**src/rtl/parser_pkg.sv**
```systemverilog
// Shared parser types: type-lookup rule layout, config command codes, config FSM states.
// Latency: n/a (types and constants only).
// Backpressure: n/a.
package parser_pkg;

  // Number of type-lookup rule slots in the parser.
  localparam int TYPE_RULE_NUM = 4;

  // One type-lookup rule. Bit 0 is the LSB of the last field.
  typedef struct packed {
    logic        typeRule_valid;
    logic [15:0] typeRule_ethType;
    logic [15:0] typeRule_ethTypeMask;
    logic [7:0]  typeRule_nextHdr;
    logic [7:0]  typeRule_keyOffset;
  } type_rule_t;

  localparam int TYPE_RULE_W = $bits(type_rule_t);
  localparam int CFG_DW_DEF  = 32;

  // Number of config words needed to hold one rule; the last word is truncated.
  function automatic int rule_words(input int dw);
    return (TYPE_RULE_W + dw - 1) / dw;
  endfunction

  localparam int RULE_WORDS = rule_words(CFG_DW_DEF);

  // Word-index field values that act as commands instead of staging writes.
  localparam logic [7:0] CMD_COMMIT = 8'hFF;
  localparam logic [7:0] CMD_CLEAR  = 8'hFE;

  typedef enum logic [1:0] {
    ST_IDLE      = 2'd0,
    ST_WAIT_IDLE = 2'd1,
    ST_WRITE     = 2'd2,
    ST_CLEAR     = 2'd3
  } cfg_state_t;

endpackage

```
**src/rtl/type_rule_cfg.sv**
```systemverilog
// Config agent: stages a type rule word by word, then commits it (or clears all rules) into the rule table.
// Latency: commit wren 1 cycle after the handshake when lookup is idle; clear-all takes RULE_NUM write cycles.
// Backpressure: o_cfg_ready only in IDLE; table writes wait for i_lookup_idle so no packet sees a half-written rule.
module type_rule_cfg
  import parser_pkg::*;
#(
  parameter int RULE_NUM = TYPE_RULE_NUM,
  parameter int CFG_DW   = 32
) (
  input  logic                i_clk,
  input  logic                i_rst_n,
  input  logic                i_cfg_valid,
  output logic                o_cfg_ready,
  input  logic [15:0]         i_cfg_addr,
  input  logic [CFG_DW-1:0]   i_cfg_wdata,
  output logic                o_cfg_err,
  input  logic                i_lookup_idle,
  output logic [RULE_NUM-1:0] o_rule_wren,
  output type_rule_t          o_type_rule,
  output logic                o_busy
);

  localparam int RW = rule_words(CFG_DW);
  localparam int IW = (RULE_NUM > 1) ? $clog2(RULE_NUM) : 1;

  cfg_state_t            r_state;
  logic [TYPE_RULE_W-1:0] r_stage;
  logic [IW-1:0]         r_idx;
  logic [IW-1:0]         r_cnt;
  logic                  r_is_clear;
  logic                  r_ready;
  logic                  r_busy;
  logic                  r_err;
  logic [RULE_NUM-1:0]   r_wren;
  type_rule_t            r_rule;

  logic [7:0] w_rule_idx;
  logic [7:0] w_word_idx;
  logic       w_hs;
  type_rule_t w_rule;

  assign w_rule_idx = i_cfg_addr[15:8];
  assign w_word_idx = i_cfg_addr[7:0];
  assign w_hs       = i_cfg_valid & r_ready;
  assign w_rule     = type_rule_t'(r_stage);

  function automatic logic [RULE_NUM-1:0] onehot(input logic [IW-1:0] idx);
    return RULE_NUM'(1) << idx;
  endfunction

  // Config FSM: staging writes, command decode, and the registered table-write outputs.
  always_ff @(posedge i_clk or negedge i_rst_n) begin
    if (!i_rst_n) begin
      r_state    <= ST_IDLE;
      r_stage    <= '0;
      r_idx      <= '0;
      r_cnt      <= '0;
      r_is_clear <= 1'b0;
      r_ready    <= 1'b0;
      r_busy     <= 1'b0;
      r_err      <= 1'b0;
      r_wren     <= '0;
      r_rule     <= '0;
    end else begin
      r_err <= 1'b0;
      case (r_state)
        ST_IDLE: begin
          r_ready <= 1'b1;
          r_busy  <= 1'b0;
          r_wren  <= '0;
          r_rule  <= '0;
          if (w_hs) begin
            if (int'(w_word_idx) < RW) begin
              // Word k covers rule bits [k*CFG_DW +: CFG_DW]; bits past the rule width are dropped.
              for (int b = 0; b < TYPE_RULE_W; b++) begin
                if (int'(w_word_idx) == b / CFG_DW) begin
                  r_stage[b] <= i_cfg_wdata[b % CFG_DW];
                end
              end
            end else if (w_word_idx == CMD_COMMIT && int'(w_rule_idx) < RULE_NUM) begin
              r_idx      <= w_rule_idx[IW-1:0];
              r_is_clear <= 1'b0;
              r_state    <= ST_WAIT_IDLE;
              r_ready    <= 1'b0;
              r_busy     <= 1'b1;
            end else if (w_word_idx == CMD_CLEAR) begin
              r_cnt      <= '0;
              r_is_clear <= 1'b1;
              r_state    <= ST_WAIT_IDLE;
              r_ready    <= 1'b0;
              r_busy     <= 1'b1;
            end else begin
              r_err <= 1'b1;
            end
          end
        end
        ST_WAIT_IDLE: begin
          if (i_lookup_idle) begin
            if (r_is_clear) begin
              r_state <= ST_CLEAR;
              r_wren  <= onehot(r_cnt);
              r_rule  <= '0;
            end else begin
              r_state <= ST_WRITE;
              r_wren  <= onehot(r_idx);
              r_rule  <= w_rule;
            end
          end
        end
        ST_WRITE: begin
          r_state <= ST_IDLE;
          r_wren  <= '0;
          r_rule  <= '0;
          r_ready <= 1'b1;
          r_busy  <= 1'b0;
        end
        ST_CLEAR: begin
          if (r_cnt == IW'(RULE_NUM - 1)) begin
            r_state <= ST_IDLE;
            r_wren  <= '0;
            r_ready <= 1'b1;
            r_busy  <= 1'b0;
          end else begin
            r_cnt  <= r_cnt + IW'(1);
            r_wren <= onehot(r_cnt + IW'(1));
          end
          r_rule <= '0;
        end
        default: begin
          r_state <= ST_IDLE;
          r_wren  <= '0;
          r_rule  <= '0;
        end
      endcase
    end
  end

  assign o_cfg_ready = r_ready;
  assign o_cfg_err   = r_err;
  assign o_busy      = r_busy;
  assign o_rule_wren = r_wren;
  assign o_type_rule = r_rule;

endmodule

```
**config.mk**
```make
export PLATFORM = sky130hd
export DESIGN_NAME = type_rule_cfg
export DESIGN_NICKNAME = d
export VERILOG_FILES = /design/src/rtl/parser_pkg.sv /design/src/rtl/type_rule_cfg.sv
export SDC_FILE = /design/constraint.sdc
export NUM_CORES = 1
export LEC_CHECK = 0
export ABC_AREA = 1
export CAP_MARGIN = 20
export CELL_PAD_IN_SITES_DETAIL_PLACEMENT = 1
export CELL_PAD_IN_SITES_GLOBAL_PLACEMENT = 1
export CORE_UTILIZATION = 38
export DETAILED_ROUTE_END_ITERATION = 12
export HOLD_SLACK_MARGIN = 0.12
export PLACE_DENSITY = 0.82
export SYNTH_ARGS = -nofsm -noshare
export SYNTH_HDL_FRONTEND = slang
export SYNTH_SLANG_ARGS = --single-unit
```
**constraint.sdc**
```tcl
create_clock -name i_clk -period 1.8 [get_ports i_clk]
set_input_delay 0.36 -clock i_clk [delete_from_list [all_inputs] [get_ports i_clk]]
set_output_delay 0.36 -clock i_clk [all_outputs]
set_load 0.05 [all_outputs]
```
==> flow_summary.ini <==
[cells_and_area]
n_fill_cell = 1501
final-instance-count-excl-fill = 822
n_antenna_cell = 0
nets = 702
drive_gt1_frac = 0.2400
area_growth_pct = 29.13

[synth]
synth-main-ff-cell = dfrtp_1
ys_ff_latch = 112
yosysTopAreaCell = dfrtp_1
synth_edf_count = 0
synth_warnings = 0
synth.top_cells.by_area = dfrtp_1 (56%), inv_1 (7.1%), nand3_1 (6.1%), o21ai_2 (5.6%), nand2_1 (4.8%)
synthCells = 538
yosysTopAreaCellShare = 0.5587
yosysMostFrequentCell = dfrtp_1
synthArstFlopShare = 1.000
synth_nets = 595
syn_area_per_cell_um2 = 9.324
netlist_top_cells_count = dfrtp_1 (112), inv_1 (95), nand2_1 (64)
synth_seq_area_share = 0.5587
synth_cell_type_count = 26
netlist_area_um2 = 5016

[global_route]
grt_pass1_wl_mm = 21.14
grt_max_degree = 36
first_global_vias = 4291
grt_remaining_overflow = 0
track_usage = 0.2036
antenna_found_initial = 0

[timing]
drv_slew = 0
fin_crit_ns = 1.533
fin_skew_ns = 0.008129
hold_viol_final = 0
slew_headroom = 0.7014
setup_violations = 0
holdWs_ns = 0.4787
fmax_ghz = 0.6524
setup_slack_ns = 0.2672
setup_tns_ns = 0
rsz0062_at_grt = false
tightest_slew_ns = 0.4480
finalCritPeriodShare = 0.8516

[power_and_ir_drop]
powerDensity_nw_per_um2 = 902.9
p_leak_uw = 0.003105
finalPower_uw = 5849
peakVddDrop_mv = 0.6498

[placement]
dp_hpwl_mm = 9.163
dp_slack_ns = -0.06977
io_buffers = 107
dp.cells = 805
gp_congestion = 0.7842

[cts]
cts-root-buf = clkbuf_16
h-tree-depth = 3
clk_path_buf_depth = 2
postCtsSetupBuffers = 0
cts.sinks = 112
cts_buffers = 9
cts-resized-gates = 0
clk_latency_ns = 0.36
cts_tree = yes
clk_pin_slew_worst_paths_ns = 0.07

[route]
vias_per_cell = 4.783
first_iter_violations = 156
via_count = 3932
wl_mm = 12.68
drtAntennaViolNets = 0
drtPass1Iterations = 4
wire_per_inst_um = 15.42
drcViolationCount = 0

[worst_setup_path]
crit_path_max_fanout = 31
arrival_ns = 1.79
cp-start-kind = flop
critPathKind = flop to flop
worst_path_largest_cell_delay_ns = 0.41
crit_path_cell_trace = inv_1, nor2_4, nand3_2, buf_4, o21ai_0
worstPathRequired_ns = 2.06
timing.rr.end = o_type_rule[9]$_DFFE_PN0P_
r2r_start = r_state[0]$_DFFE_PN0P_
reg2reg_slack_ns = 0.27
critPathCaptureType = flop
crit_slowest_cell = dfrtp_1
r2r_cells = 5

[floorplan]
die_x_um = 116.9
dieArea_um2 = 13660
row_count = 41
start_util = 0.3943
fp.coreArea_um2 = 12720
die_h_um = 116.9
pin_count = 108

[hold_path]
hold_start = r_idx[0]$_DFFE_PN0P_
min_to = r_idx[0]$_DFFE_PN0P_
hold_path_class = flop to flop
hold_depth = 2

[job]
timing.max_cap.violations = 0

[outcome]
outcome = complete, no violations
[through the flow]
stage,cell area (µm²),utilization
global placement,6175,0.4853
floorplan,5016,-
detailed placement,6175,0.4853
CTS,6477,0.5091
global route,6477,0.5091
finish,6477,0.5091
[power breakdown]
part / switching, µW / internal, µW / total, µW
Combinational: 716 / 376 / 1090
Sequential: 98.7 / 2640 / 2740
Clock: 896 / 1120 / 2020
Total: 1710 / 4140 / 5850
[state kept, by name, indices dropped and copies added, names as in the netlist]
name and count:
o_busy 1, o_cfg_err 1, o_cfg_ready 1, o_rule_wren 4
o_type_rule 49, r_cnt 2, r_idx 2, r_is_clear 1
r_stage 49, r_state 2
[cells by family (layout without fill, tap and decap cells)]
logic type | Yosys count | count (layout) | share of synthesized area
compound gates | 111 | 111 | 0.1362
fa+ha+maj | 5 | 5 | 0.01247
buf+inv | 123 | 235 | 0.1088
flops | 112 | 112 | 0.5587
simple gates | 187 | 187 | 0.1838
[timing repair]
| action | CTS | global route |
|---|---|---|
| endpoints found under the setup margin | 0 | 0 |
| endpoints found under the hold margin | 29 | 0 |
| hold buffers | 1 | 0 |
[worst max-delay path: cells and delay by family (launching register included)]
kind                   cells  cell delay (ns)
and+or+nand+nor            2             0.44
DFF                        1             0.41
buffers and inverters      2             0.34
AOI/OAI and AO/OA          1             0.24
[worst max path at each step]
stage / from / to / slack [ns]
CTS: r_state[0]$_DFFE_PN0P_ / o_type_rule[44]$_DFFE_PN0P_ / 0.20
detailed placement: i_cfg_addr[5] / r_state[0]$_DFFE_PN0P_ / -0.07
floorplan: o_cfg_ready$_DFFE_PN0P_ / r_stage[10]$_DFFE_PN0P_ / 0.32
global placement: i_cfg_addr[5] / r_state[0]$_DFFE_PN0P_ / -0.03
global route: r_state[0]$_DFFE_PN0P_ / o_type_rule[9]$_DFFE_PN0P_ / 0.07
finish: r_state[0]$_DFFE_PN0P_ / o_type_rule[9]$_DFFE_PN0P_ / 0.27
[cell type report]
class                           instances  area, µm²  share of cell area
Tap cell                              172      215.2             0.03322
Multi-Input combinational cell        303       1673              0.2583
Timing Repair Buffer                  121       1124              0.1735
Sequential cell                       112       2803              0.4327
Clock buffer                           14      254.0             0.03921
Inverter                               98      370.4             0.05718
Clock inverter                          2      38.79            0.005988
[routing by layer]
metal / vias up / routed length [µm] / GRT usage
li1: 1907 / - / -
met1: 1937 / 5327 / 0.2411
met2: 68 / 6661 / 0.3625
met3: 20 / 427 / 0.05098
met4: 0 / 259 / 0.06498
met5: - / 0 / 0
[placed cells by master (no fill, tap or decap), types with 22 or more instances in the layout]
master	netlist	routed
dfrtp_1	112	112
inv_1	95	95
nand2_1	64	64
buf_4	4	63
nand3_1	61	61
clkdlybuf4s50_1	0	50
o21ai_0	47	47
o21ai_2	32	32
nand2_2	31	31
o21ai_1	27	27
nor2_1	22	22
No activity file was read; power rests on OpenSTA's default activity.
